[config.mk]
export PLATFORM = sky130hd
export DESIGN_NAME = fetch_stage
export DESIGN_NICKNAME = d
export VERILOG_FILES = /design/src/rtl/fetch_stage.sv
export SDC_FILE = /design/constraint.sdc
export NUM_CORES = 1
export LEC_CHECK = 0
export ABC_CLOCK_PERIOD_IN_PS = 7300
export BUFFER_PORTS_ARGS = -buffer_cell sky130_fd_sc_hd__buf_2
export CAP_MARGIN = 30
export CORE_ASPECT_RATIO = 1.75
export CORE_UTILIZATION = 55
export DETAILED_ROUTE_END_ITERATION = 10
export HOLD_SLACK_MARGIN = 0.1
export PLACE_DENSITY = 0.8
export SLEW_MARGIN = 20
export SYNTH_ARGS = -nofsm -noshare
export SYNTH_HDL_FRONTEND = slang
export SYNTH_SLANG_ARGS = --single-unit
[constraint.sdc]
create_clock -name clk -period 7.3 [get_ports clk]
set_clock_uncertainty 0.1 [all_clocks]
set_input_delay 0.73 -clock clk [delete_from_list [all_inputs] [get_ports clk]]
set_output_delay 0.73 -clock clk [all_outputs]
set_load 0.02 [all_outputs]
[src/rtl/fetch_stage.sv]
// Instruction fetch stage: holds the PC, keeps up to two word reads in flight to
// instruction memory and hands buffered instructions to the decoder.
module fetch_stage #(
    parameter logic [31:0] RESET_PC = 32'h0000_0000
) (
    input  logic        clk,
    input  logic        rst_n,
    output logic        imem_req_valid,
    output logic [31:0] imem_req_addr,
    input  logic        imem_req_ready,
    input  logic        imem_resp_valid,
    input  logic [31:0] imem_resp_data,
    input  logic        imem_resp_err,
    input  logic        redirect_valid,
    input  logic [31:0] redirect_pc,
    output logic        dec_valid,
    input  logic        dec_ready,
    output logic [31:0] dec_instruction_code,
    output logic [31:0] dec_pc,
    output logic        dec_fetch_err
);

    typedef enum logic [1:0] {IDLE, RUN, HALT} state_t;

    state_t      state_q, state_d;
    logic [1:0]  out_cnt_q, out_cnt_d;
    logic [1:0]  kill_cnt_q, kill_cnt_d;
    logic [1:0]  fifo_cnt_q, fifo_cnt_d;
    logic [31:0] fetch_pc_q, fetch_pc_d;
    logic [31:0] resp_pc_q, resp_pc_d;
    logic [31:0] h_data_q, h_data_d, h_pc_q, h_pc_d;
    logic        h_err_q, h_err_d;
    logic [31:0] s_data_q, s_data_d, s_pc_q, s_pc_d;
    logic        s_err_q, s_err_d;

    logic req_fire, kill_hit, enq, deq;

    assign imem_req_valid = (state_q == RUN) && !redirect_valid &&
                            (({1'b0, out_cnt_q} + {1'b0, fifo_cnt_q}) < 3'd2);
    assign imem_req_addr  = fetch_pc_q;

    // The head entry drives the decoder directly; it is cleared whenever the FIFO empties.
    assign dec_valid            = (fifo_cnt_q != 2'd0);
    assign dec_instruction_code = h_data_q;
    assign dec_pc               = h_pc_q;
    assign dec_fetch_err        = h_err_q;

    assign req_fire = imem_req_valid && imem_req_ready;
    assign kill_hit = imem_resp_valid && (kill_cnt_q != 2'd0);
    assign enq      = imem_resp_valid && !kill_hit && (state_q != HALT) && !redirect_valid;
    assign deq      = dec_valid && dec_ready && !redirect_valid;

    always_comb begin
        state_d    = state_q;
        out_cnt_d  = out_cnt_q + {1'b0, req_fire} - {1'b0, imem_resp_valid};
        kill_cnt_d = kill_cnt_q - {1'b0, kill_hit};
        fifo_cnt_d = fifo_cnt_q;
        fetch_pc_d = req_fire ? fetch_pc_q + 32'd4 : fetch_pc_q;
        resp_pc_d  = (imem_resp_valid && !kill_hit) ? resp_pc_q + 32'd4 : resp_pc_q;
        h_data_d   = h_data_q;
        h_pc_d     = h_pc_q;
        h_err_d    = h_err_q;
        s_data_d   = s_data_q;
        s_pc_d     = s_pc_q;
        s_err_d    = s_err_q;

        if (state_q == IDLE)
            state_d = RUN;
        if (enq && imem_resp_err)
            state_d = HALT;

        case ({enq, deq})
            2'b10: begin
                if (fifo_cnt_q == 2'd0) begin
                    h_data_d = imem_resp_data;
                    h_pc_d   = resp_pc_q;
                    h_err_d  = imem_resp_err;
                end else begin
                    s_data_d = imem_resp_data;
                    s_pc_d   = resp_pc_q;
                    s_err_d  = imem_resp_err;
                end
                fifo_cnt_d = fifo_cnt_q + 2'd1;
            end
            2'b01: begin
                if (fifo_cnt_q == 2'd2) begin
                    h_data_d = s_data_q;
                    h_pc_d   = s_pc_q;
                    h_err_d  = s_err_q;
                end else begin
                    h_data_d = 32'h0;
                    h_pc_d   = 32'h0;
                    h_err_d  = 1'b0;
                end
                fifo_cnt_d = fifo_cnt_q - 2'd1;
            end
            2'b11: begin
                h_data_d = imem_resp_data;
                h_pc_d   = resp_pc_q;
                h_err_d  = imem_resp_err;
            end
            default: ;
        endcase

        // Redirect wins: every response still in flight after this cycle becomes stale.
        if (redirect_valid) begin
            state_d    = RUN;
            kill_cnt_d = out_cnt_q - {1'b0, imem_resp_valid};
            fifo_cnt_d = 2'd0;
            fetch_pc_d = {redirect_pc[31:2], 2'b00};
            resp_pc_d  = {redirect_pc[31:2], 2'b00};
            h_data_d   = 32'h0;
            h_pc_d     = 32'h0;
            h_err_d    = 1'b0;
        end
    end

    always_ff @(posedge clk or negedge rst_n) begin
        if (!rst_n) begin
            state_q    <= IDLE;
            out_cnt_q  <= 2'd0;
            kill_cnt_q <= 2'd0;
            fifo_cnt_q <= 2'd0;
            fetch_pc_q <= RESET_PC;
            resp_pc_q  <= RESET_PC;
            h_data_q   <= 32'h0;
            h_pc_q     <= 32'h0;
            h_err_q    <= 1'b0;
        end else begin
            state_q    <= state_d;
            out_cnt_q  <= out_cnt_d;
            kill_cnt_q <= kill_cnt_d;
            fifo_cnt_q <= fifo_cnt_d;
            fetch_pc_q <= fetch_pc_d;
            resp_pc_q  <= resp_pc_d;
            h_data_q   <= h_data_d;
            h_pc_q     <= h_pc_d;
            h_err_q    <= h_err_d;
        end
    end

    // Second slot is only read once fifo_cnt says it holds a valid entry.
    always_ff @(posedge clk) begin
        s_data_q <= s_data_d;
        s_pc_q   <= s_pc_d;
        s_err_q  <= s_err_d;
    end

endmodule

# Word level (Yosys, flattened, before mapping)
# Cells that the tools add are included.
# totals
register_bits	202
elab_cells	75
# op_classes
addsub	9
order_cmp	1
eq_ne	7
muxes	22
bitwise_logic	1
n_reduce_logical	23
# ops
operator	n
$mux W32	10
$pmux W32 S3	2
$add A32 B3 Y32 const B	2
$logic_and A1 B1 Y1	10
$mux W2	5
$reduce_bool A2 Y1	4
$eq A2 B2 Y1 const B	3
$reduce_bool A3 Y1	2
$sub A2 B1 Y2	3
$eq A2 B1 Y1 const B	2
$logic_not A2 Y1	2
$pmux W2 S2	1
$reduce_and A2 Y1	2
$reduce_bool A4 Y1	1
$add A2 B2 Y3	1
$lt A3 B2 Y1 const B	1
$mux W1	3
$ne A3 B3 Y1 const B	1
$pmux W1 S3	1
$add A2 B1 Y2	1
$add A2 B1 Y2 const B	1
$logic_not A1 Y1	2
$ne A2 B2 Y1 const B	1
$sub A2 B1 Y2 const B	1
$not A1 Y1	1

# Longest topological paths before layout
# Gate-level depths: netlist of the first run.
# depth
depth_word	9
ltp_mapped	13
depth_no_buf	9

# Worst setup path after synthesis of the first run
# Ideal clock, no wire load.
# synth_path
path_type	input-to-reg
startpoint	input port imem_resp_valid
endpoint	register h_data_q[0], in the netlist dec_instruction_code[0]
setup_ps	83
t_arrival_ps	4309
required_time_ps	7117
path_slack_ps	2809
stages	11
path_buffers	2
path_cell_list	or3b_2 > or3_1 > inv_1 > ha_1 > o21a_1 > a21oi_1 > nor2_1 > buf_2 > buf_2 > nand2_1 > o21ai_0
# synth_via
elab_chain_cells	8
elab_cells_between_ends	13
# synth_rtl
item	line_no	rtl
start: declaration	11	input logic imem_resp_valid,
$logic_and A1 B1 Y1	49	assign kill_hit = imem_resp_valid && (kill_cnt_q != 2'd0);
$logic_not A1 Y1	50	assign enq = imem_resp_valid && !kill_hit && (state_q != HALT) && !redirect_valid;
$logic_and A1 B1 Y1 * (3 in a row)	50	
$eq A2 B2 Y1 or $eq A2 B1 Y1 (tied branches)	72	case ({enq, deq})
$pmux W32 S3, or another cell as far along	72	
$mux W32 or $reduce_and A2 Y1 (tied branches)	-	
end signal: assignment	136	h_data_q <= h_data_d;
end: declaration	31	logic [31:0] h_data_q, h_data_d, h_pc_q, h_pc_d;
# Mark *: on every way between the ends. The rest lies on a longest branch, timed or not.
# A chain may end at the register's enable or synchronous reset.

# Worst setup path after layout of the first run
# layout_path
startpoint	register kill_cnt_q[1]
endpoint	register h_pc_q[30], in the netlist dec_pc[30]
# layout_via
elab_chain_cells	9
elab_cells_between_ends	14
# layout_rtl
item	line_no	rtl
start: declaration	27	logic [1:0] kill_cnt_q, kill_cnt_d;
start signal: assignment	132	kill_cnt_q <= kill_cnt_d;
$reduce_bool A2 Y1 *	49	
$logic_and A1 B1 Y1 *	49	
$logic_not A1 Y1 *	50	
$logic_and A1 B1 Y1 * (3 in a row)	50	
$eq A2 B2 Y1 or $eq A2 B1 Y1 (tied branches)	72	
$pmux W32 S3, or another cell as far along	72	
$mux W32 or $reduce_and A2 Y1 (tied branches)	-	
end signal: assignment	137	h_pc_q <= h_pc_d;
end: declaration	31	
# Marks and branches as above.

==> flow_summary.json, run 1 <==
{
  "status": "complete, no violations",
  "clk_latency_ns": 0.42,
  "crit_path_end_kind": "flop",
  "ctsResizeCount": 0,
  "yosysWarnings": 0,
  "dieArea_mm2": 0.0162,
  "totalNegativeSetupSlack_ns": 0,
  "wirelength_mm": 19.1,
  "vias_per_cell": 5.79,
  "antenna_found_initial": 0,
  "finalSetupViolCount": 0,
  "die_h_um": 167,
  "detail-route-antenna-nets": 0,
  "whs_ns": 0.155,
  "vias": 6529,
  "layout_commonest_cell": "buf_2",
  "cp.required_ns": 7.53,
  "post-route-period-util_pct": 53.4,
  "grt_max_degree": 71,
  "timing.fmax_mhz": 257,
  "fillers": 1212,
  "timing_hold_violations_final": 0,
  "cts-root-buf": "clkbuf_16",
  "rsz0062_at_grt": "false",
  "gp_congestion": 0.815,
  "criticalPathCategory": "flop to flop",
  "drv_slew": 0,
  "tritoncts": "done",
  "syn_area_per_cell_um2": 11.0,
  "grt_pass1_wl_mm": 31.1,
  "mostFrequentLayoutCells": "buf_2 (164), dfrtp_1 (132), nand2_1 (125)",
  "route.detailed.drc": 0,
  "drt_pass1_iterations": 4,
  "grt_overflow": 0,
  "core_mm2": 0.0153,
  "post-cts-setup-buffer-count": 0,
  "worstMarginPinSlew_ns": 0.770,
  "wire_per_inst_um": 16.9,
  "drv_cap": 0,
  "synth-seq-cells": 195,
  "synth_flop_cell": "dfrtp_1",
  "yosysSeqAreaShare_pct": 60.4,
  "ir_drop_mv": 0.215,
  "grt_pass1_vias": 6395,
  "cts_hold_buffers": 0,
  "numCtsBuffers": 17,
  "cts_htree_levels": 4,
  "syn2layout_area_growth_pct": 18.8,
  "cp_max_fo": 70,
  "synth_edf_count": 63,
  "async_flop_share_pct": 67.7,
  "start_util_pct": 56.1,
  "drive_gt1_share_pct": 24.9,
  "io_pins": 170,
  "ys_types": 58,
  "rows": 60,
  "p_per_area_mw_per_mm2": 285,
  "antenna_cells": 0,
  "numPortBuffers": 165,
  "worst_hold_path_type": "input port to async pin",
  "clock_sinks": 195,
  "clk_pin_slew_worst_paths_ns": 0.08,
  "drtIter0Drc": 238,
  "critPathLaunchType": "flop",
  "p_leak_nw": 4.28,
  "hpwl_mm": 13.2,
  "netlist_area_mm2": 0.00860,
  "clockBufferDepth": 2,
  "die_w_um": 96.5,
  "slew_headroom_pct": 48.6,
  "crit_arrival_ns": 4.13,
  "final_net_count": 1010,
  "grt_util_all_layers_pct": 25.0,
  "timing.final.crit_period_ns": 3.90,
  "synth_cells": 779
}
[final timing paths]
check | startpoint | endpoint | slack, ns | depth (start not counted)
hold reg to reg | dec_pc[29] | dec_pc[29] | 0.37 | 2
hold / removal | rst_n | dec_instruction_code[5] | 0.16 | 1
setup / recovery | kill_cnt_q[1] | dec_pc[30] | 3.40 | 12
setup reg to reg | kill_cnt_q[1] | dec_pc[30] | 3.40 | 12
min in group clk | dec_pc[29] | dec_pc[29] | 0.37 | 2
max in group asynchronous | rst_n | dec_pc[21] | 5.74 | 3
[worst max-delay path, stage by stage (launching register included)]
cell and delay, ns:
dfrtp_1 0.45, or3b_2 0.55, or3_1 0.39, inv_1 0.09, ha_1 0.19, o21a_2 0.14
buf_4 0.61, a21oi_1 0.16, nor2_4 0.11, buf_4 0.44, buf_12 0.31, nand2_1 0.11
o21ai_0 0.09
[layer usage]
| metal | global-route usage (%) | vias to the layer above | part of all wire, % |
|---|---|---|---|
| li1 | - | 3146 | - |
| met1 | 30.6 | 3144 | 41 |
| met2 | 43.1 | 207 | 52 |
| met3 | 3.68 | 32 | 4.6 |
| met4 | 10.2 | 0 | 2.9 |
| met5 | 0 | - | 0 |
[report_power, final]
group / internal, W / leakage (nW) / total [W] / switching (W)
registers: 0.00126 / 2.23 / 0.00138 / 0.000120
clock network: 0.000515 / 0.289 / 0.000934 / 0.000419
logic: 0.000216 / 1.76 / 0.000593 / 0.000377
[logic make-up after synthesis]
group	Yosys count	synth area share (%)
xor gates and xnor gates	35	3.57
adders and majority gates	10	1.54
DFF	195	60.4
other	1	0.0436
and+or+nand+nor	248	14.7
AOI/OAI and AO/OA	218	16.0
muxes	3	0.364
buffers and inverters	69	3.33
[area by class of cell]
class,count,area (um^2),share of cell area [%]
Clock buffer,17,425,4.17
Multi-Input combinational cell,516,3150,30.8
Sequential cell,195,5190,50.9
Inverter,20,75.1,0.735
Clock inverter,15,174,1.70
Tap cell,186,233,2.28
Timing Repair Buffer,179,962,9.42
[synth_stat cells, drive strengths merged, types with 7 or more instances]
cell    count  area share [%]
a21oi       9            0.52
nor2       17            0.74
o21ai     101             5.9
ha          9             1.3
inv        20            0.87
nor4       10             1.1
a22oi      63             5.5
xnor2      23             2.3
nand2     125             5.5
clkbuf     37             1.6
o211ai     17             1.5
nand3      30             1.8
and2        7            0.52
nand4      19             1.5
dfrtp     132              38
nor3       12            0.93
edfxtp     63              22
xor2       12             1.2
buf        12            0.84
o311ai     11             1.1
[through the flow]
stage          instance area [um^2]  setup slack, ns  utilization [%]  power, W  std cells
2_1_floorplan                  8600             2.81                -   0.00177        780
3_3_place_gp                   9570             2.85             62.5   0.00197       1094
3_5_place_dp                   9610             2.98             62.8   0.00200       1096
4_1_cts                       10200             3.34             66.7   0.00293       1128
5_1_grt                       10200             3.07             66.7   0.00305       1128
6_report                      10200             3.40             66.7   0.00291       1128
[sequential cells by signal, indices dropped and copies added, names as in the netlist]
signal and cells:
resp_pc_q 30, imem_req_addr 30, dec_pc 31, fifo_cnt_q 2, kill_cnt_q 2, dec_instruction_code 32, s_pc_q 30, state_q 2
out_cnt_q 2, s_err_q 1, dec_fetch_err 1, s_data_q 32
No activity file was read; power rests on OpenSTA's default activity.
==> inputs of run 2 (changes only) <==
- ABC_AREA: not set -> 1
- ABC_CLOCK_PERIOD_IN_PS: 7300 -> 3540
- CORE_UTILIZATION: 55 -> 51
- PLACE_DENSITY: 0.8 -> 0.77
- clock period: 7.3 -> 3.54 ns (I/O delays scaled with it)
==> run 2 against run 1 <==
Net effect: wire length grew 36%; first-iteration DRC count grew to 2.9 times the previous value; count of clock-buffer cells in the layout is the same; die area grew 21%; combinational power grew to 4.1 times the previous value; critical path depth shrank 1; non-clock buffer count is 45 higher; sequential power increased by 140%; synthesized area rose by 13%; maximum frequency up 36%; register-to-register slack lost 2.7 ns; synthesized cell count rose by 45%; critical path type unchanged; critical endpoint is now dec_instruction_code[6].
==> flow_summary.json, run 2 <==
{
  "crit_arrival_ns": 3.10,
  "status": "complete, no violations",
  "synth_top_cell_area_share_pct": 34.0,
  "rows": 66,
  "drt_pass1_iterations": 5,
  "p_per_area_mw_per_mm2": 642,
  "worstMarginPinSlew_ns": 0.832,
  "cts_htree_levels": 4,
  "hpwl_mm": 17.8,
  "grt_pass1_vias": 8357,
  "grt_overflow": 0,
  "finalSetupViolCount": 0,
  "layout_commonest_cell": "nand2_1",
  "synth_common_cells": "nand2_1 (287), nor2_1 (145), dfrtp_1 (132)",
  "antenna_found_initial": 0,
  "cp_max_fo": 51,
  "clk_pin_slew_worst_paths_ns": 0.08,
  "gp_congestion": 0.939,
  "detail-route-antenna-nets": 0,
  "yosysSeqAreaShare_pct": 53.5,
  "antenna_cells": 0,
  "dieArea_mm2": 0.0196,
  "clock_sinks": 195,
  "crit_path_end_kind": "flop",
  "die_h_um": 184,
  "numPortBuffers": 165,
  "ir_drop_mv": 0.382,
  "whs_ns": 0.126,
  "p_leak_nw": 5.20,
  "vias": 8712,
  "async_flop_share_pct": 67.7,
  "post-cts-setup-buffer-count": 0,
  "criticalPathCategory": "flop to flop",
  "critPathLaunchType": "flop",
  "synth_top_family_by_area": "simple AND/OR/NAND/NOR gates",
  "die_w_um": 106,
  "synth_most_common_cell": "nand2_1",
  "synth_cells": 1131,
  "cts-root-buf": "clkbuf_16",
  "syn_area_per_cell_um2": 8.58,
  "clockBufferDepth": 2,
  "numCtsBuffers": 17,
  "synth-seq-cells": 195,
  "cp.required_ns": 3.78,
  "ys_top_cells_by_area": "dfrtp_1 (34%), edfxtp_1 (19%), nand2_1 (11%)",
  "worst_hold_path_type": "input port to flop",
  "rsz0062_at_grt": "false",
  "start_util_pct": 52.2,
  "synth_compound_area_share_pct": 8.46,
  "io_pins": 170,
  "synthMuxAreaShare_pct": 0.103,
  "timing.final.crit_period_ns": 2.86,
  "clk_latency_ns": 0.43,
  "netlist_area_mm2": 0.00971,
  "timing.fmax_mhz": 350,
  "route.detailed.drc": 0,
  "synthSimpleGateAreaFrac_pct": 27.8,
  "yosysTopAreaCell": "dfrtp_1",
  "drive_gt1_share_pct": 17.1,
  "vias_per_cell": 5.56,
  "totalNegativeSetupSlack_ns": 0,
  "post-route-period-util_pct": 80.8,
  "core_mm2": 0.0186,
  "synth_flop_cell": "dfrtp_1",
  "tritoncts": "done",
  "drv_slew": 0,
  "ctsResizeCount": 0,
  "grt_util_all_layers_pct": 27.0,
  "drtIter0Drc": 697,
  "wirelength_mm": 25.9,
  "grt_max_degree": 86,
  "final_net_count": 1398,
  "synth_xor_area_share_pct": 2.44,
  "synth_edf_count": 63,
  "yosys.area_share.adder_pct": 1.37,
  "drv_cap": 0,
  "syn2layout_area_growth_pct": 21.3,
  "mostFrequentLayoutCells": "nand2_1 (287), buf_2 (164), nor2_1 (144)",
  "grt_pass1_wl_mm": 41.6,
  "wire_per_inst_um": 16.5,
  "timing_hold_violations_final": 0,
  "yosysWarnings": 0,
  "slew_headroom_pct": 44.5,
  "ys_types": 39
}
## run 2: cell types whose count changed in the layout (fill, tap and decap cells not counted), moves of 9 or more
cell           delta
nand2_1         +162
nor2_1          +129
inv_1            +72
a22oi_1          -62
a31oi_1          +60
nand4_1          +55
o21ai_0          -49
dlygate4sd3_1    +46
nand3_1          +45
o21ai_1          -22
xnor2_1          -15
o311ai_0          -9
## run 2: timing repair
item	4_1_cts	5_1_grt
hold buffers	46	0
endpoints found under the hold margin	166	0
setup endpoints to repair	0	0
## run 2: final cells by class
class / instances / area, um^2
fillers: 1603 / 6810
clock inverters: 15 / 121
multi-input cells: 784 / 3920
flip-flops and latches: 195 / 5190
well taps: 238 / 298
clock buffers: 17 / 425
repair buffers: 224 / 1450
inverters: 95 / 357
## run 2: cells by family after synthesis
group,after synthesis
AO/OA/AOI/OAI,133
XOR/XNOR,27
adder cells (fa/ha/maj),10
buffers and inverters,153
flip-flops,195
multiplexers,1
other,1
AND/OR/NAND/NOR,611
## run 2: stage by stage
step                util, %  instance area [um^2]  cells  power [W]  worst slack (ns)
floorplan                 -                  9710   1132    0.00487             0.385
global placement       57.9                 10800   1490    0.00566             0.696
detailed placement     57.9                 10800   1490    0.00573             0.600
CTS                    63.3                 11800   1568    0.00759             0.653
global route           63.3                 11800   1568    0.00798             0.398
finish                 63.3                 11800   1568    0.00755             0.681
## run 2: worst max-delay path: stages, from the launching register on
cell and delay [ns]:
dfrtp_1 0.43, nor3_4 0.37, nand2_2 0.09, nor2_1 0.28, inv_1 0.09, ha_2 0.28, inv_1 0.05, nor2_1 0.05
o21ai_4 0.47, buf_12 0.29, nor2_1 0.07, a31oi_1 0.17
## run 2: final timing paths
path / from / to / slack, ns / cells past startpoint
worst min-delay path: redirect_pc[11] / imem_req_addr[11] / 0.13 / 3
min in group asynchronous: rst_n / out_cnt_q[1] / 0.46 / 2
worst max register to register: kill_cnt_q[1] / dec_instruction_code[6] / 0.68 / 11
max in group asynchronous: rst_n / resp_pc_q[25] / 2.11 / 3
worst min register to register: dec_pc[1] / dec_pc[1] / 0.41 / 2
worst max-delay path: kill_cnt_q[1] / dec_instruction_code[6] / 0.68 / 11
## run 2: per-layer routing
layer / track usage [%] / up-vias / share of wire [%]
met4: 15.1 / 0 / 4.8
met5: 0 / - / 0
li1: - / 4190 / -
met3: 3.08 / 73 / 4.3
met1: 30.7 / 4141 / 39
met2: 48.8 / 308 / 52
## run 2: report_power, final
part           internal (W)  leakage (nW)  switching, W
clock network      0.000919         0.273      0.000903
logic              0.000829          2.76       0.00162
registers           0.00283          2.16      0.000452
==> inputs of run 3 (changes only) <==
- ABC_CLOCK_PERIOD_IN_PS: 3540 -> 3000
- CORE_UTILIZATION: 51 -> 55
- PLACE_DENSITY: 0.77 -> 0.79
- clock period: 3.54 -> 3 ns (I/O delays scaled with it)
==> run 3 against run 2 <==
Net effect: register-to-register slack got worse by 0.25 ns; clock power grew 18%; final cell count rose by 0.26%; die area is 7.2% lower; via count up 2.9%; flip-flop and latch count unchanged; non-clock buffer count increased by 15; utilization up 6.2 points; largest power group unchanged.
==> flow_summary.json, run 3 (synthesis results as in run 2) <==
{
  "fillers": 1364,
  "grt_pass1_wl_mm": 41.9,
  "drive_gt1_share_pct": 17.2,
  "drt_pass1_iterations": 5,
  "final_net_count": 1413,
  "finalSetupViolCount": 0,
  "wirelength_mm": 26.1,
  "tritoncts": "done",
  "slew_headroom_pct": 34.1,
  "place_area_mm2": 0.0108,
  "cts_htree_levels": 4,
  "cp.required_ns": 3.25,
  "cp_max_fo": 52,
  "cts-root-buf": "clkbuf_16",
  "start_util_pct": 56.7,
  "layout_commonest_cell": "nand2_1",
  "vias_per_cell": 5.70,
  "design_area_mm2": 0.0119,
  "detail-route-antenna-nets": 0,
  "mostFrequentLayoutCells": "nand2_1 (287), buf_2 (164), nor2_1 (143)",
  "syn2layout_area_growth_pct": 22.7,
  "status": "complete, no violations",
  "timing.fmax_mhz": 390,
  "die_h_um": 178,
  "drtIter0Drc": 640,
  "vias": 8963,
  "worstMarginPinSlew_ns": 0.988,
  "critPathLaunchType": "flop",
  "clk_latency_ns": 0.44,
  "rsz0062_at_grt": "false",
  "totalNegativeSetupSlack_ns": 0,
  "crit_path_end_kind": "flop",
  "r2r_slack_ns": 0.43,
  "criticalPathCategory": "flop to flop",
  "post-route-period-util_pct": 85.5,
  "grt_max_degree": 113,
  "hpwl_mm": 17.3,
  "timing.final.crit_period_ns": 2.57,
  "antenna_cells": 0,
  "clockBufferDepth": 2,
  "antenna_found_initial": 0,
  "grt_pass1_vias": 8672,
  "worst_hold_path_type": "input port to flop",
  "numCtsBuffers": 17,
  "core_mm2": 0.0171,
  "gp_congestion": 0.895,
  "drv_cap": 0,
  "grt_util_all_layers_pct": 30.1,
  "ctsResizeCount": 0,
  "route.detailed.drc": 0,
  "clock_sinks": 195,
  "numPortBuffers": 165,
  "io_pins": 170,
  "p_leak_nw": 5.26,
  "die_w_um": 102,
  "finalPower_w": 0.00896,
  "drv_slew": 0,
  "clk_pin_slew_worst_paths_ns": 0.07,
  "timing_hold_violations_final": 0,
  "crit_arrival_ns": 2.82,
  "p_per_area_mw_per_mm2": 752,
  "dieArea_mm2": 0.0182,
  "rows": 63,
  "ir_drop_mv": 0.404,
  "grt_overflow": 0,
  "wire_per_inst_um": 16.6
}
==> run 3: cell types whose count changed in the layout (fill, tap and decap cells not counted), moves of 3 or more <==
cell,before,now
dlygate4sd3_1,46,58
inv_6,6,1
buf_4,8,12
clkinv_4,5,8
==> run 3: timing repair <==
| action | CTS | global route |
|---|---|---|
| hold buffers | 58 | 0 |
| endpoints found under the setup margin | 0 | 0 |
| endpoints found under the hold margin | 175 | 0 |
| setup buffers | 0 | 0 |
==> run 3: metrics by stage <==
stage | hold WS [ns] | std cells | worst slack [ns] | util (%)
floorplan | -0.0956 | 1132 | 0.00799 | -
global placement | 0.272 | 1482 | 0.574 | 62.9
detailed placement | 0.268 | 1482 | 0.527 | 62.9
CTS | 0.102 | 1572 | 0.504 | 69.6
global route | 0.121 | 1572 | 0.231 | 69.6
finish | 0.112 | 1572 | 0.434 | 69.6
==> run 3: metal layers <==
layer	track usage, %	wire (um)
met1	35.2	9940
met2	51.2	13300
met3	4.37	1410
met4	18.3	1480
met5	0	0
==> run 3: area by class of cell <==
class | instances | area [um^2] | area share (%)
Clock buffer | 18 | 429 | 3.61
Clock inverter | 14 | 128 | 1.07
Inverter | 95 | 357 | 3.00
Multi-Input combinational cell | 784 | 3930 | 33.0
Sequential cell | 195 | 5190 | 43.6
Tap cell | 227 | 284 | 2.39
Timing Repair Buffer | 239 | 1580 | 13.3
==> run 3: power breakdown <==
group / total (W) / internal, W / switching [W] / leakage, nW
Clock: 0.00215 / 0.00109 / 0.00106 / 0.275
Combinational: 0.00291 / 0.000995 / 0.00192 / 2.82
Sequential: 0.00389 / 0.00334 / 0.000544 / 2.16
Total: 0.00896 / 0.00543 / 0.00353 / 5.26
==> run 3: worst max-delay path, cell delays in order (launching register included) <==
cell     delay (ns)
dfrtp_1        0.51
nor2_1         0.15
inv_1          0.10
nand3_1        0.10
inv_1          0.10
ha_2           0.41
buf_4          0.55
nand4_1        0.20
a31oi_1        0.21
==> run 3: worst paths after layout <==
check	from	endpoint	cells past startpoint
worst max-delay path	fifo_cnt_q[0]	dec_instruction_code[1]	8
worst min-delay path	imem_resp_valid	kill_cnt_q[0]	3
worst max register to register	fifo_cnt_q[0]	dec_instruction_code[1]	8
worst min register to register	dec_pc[1]	dec_pc[1]	2
max in group asynchronous	rst_n	dec_instruction_code[2]	3
min in group asynchronous	rst_n	out_cnt_q[1]	2
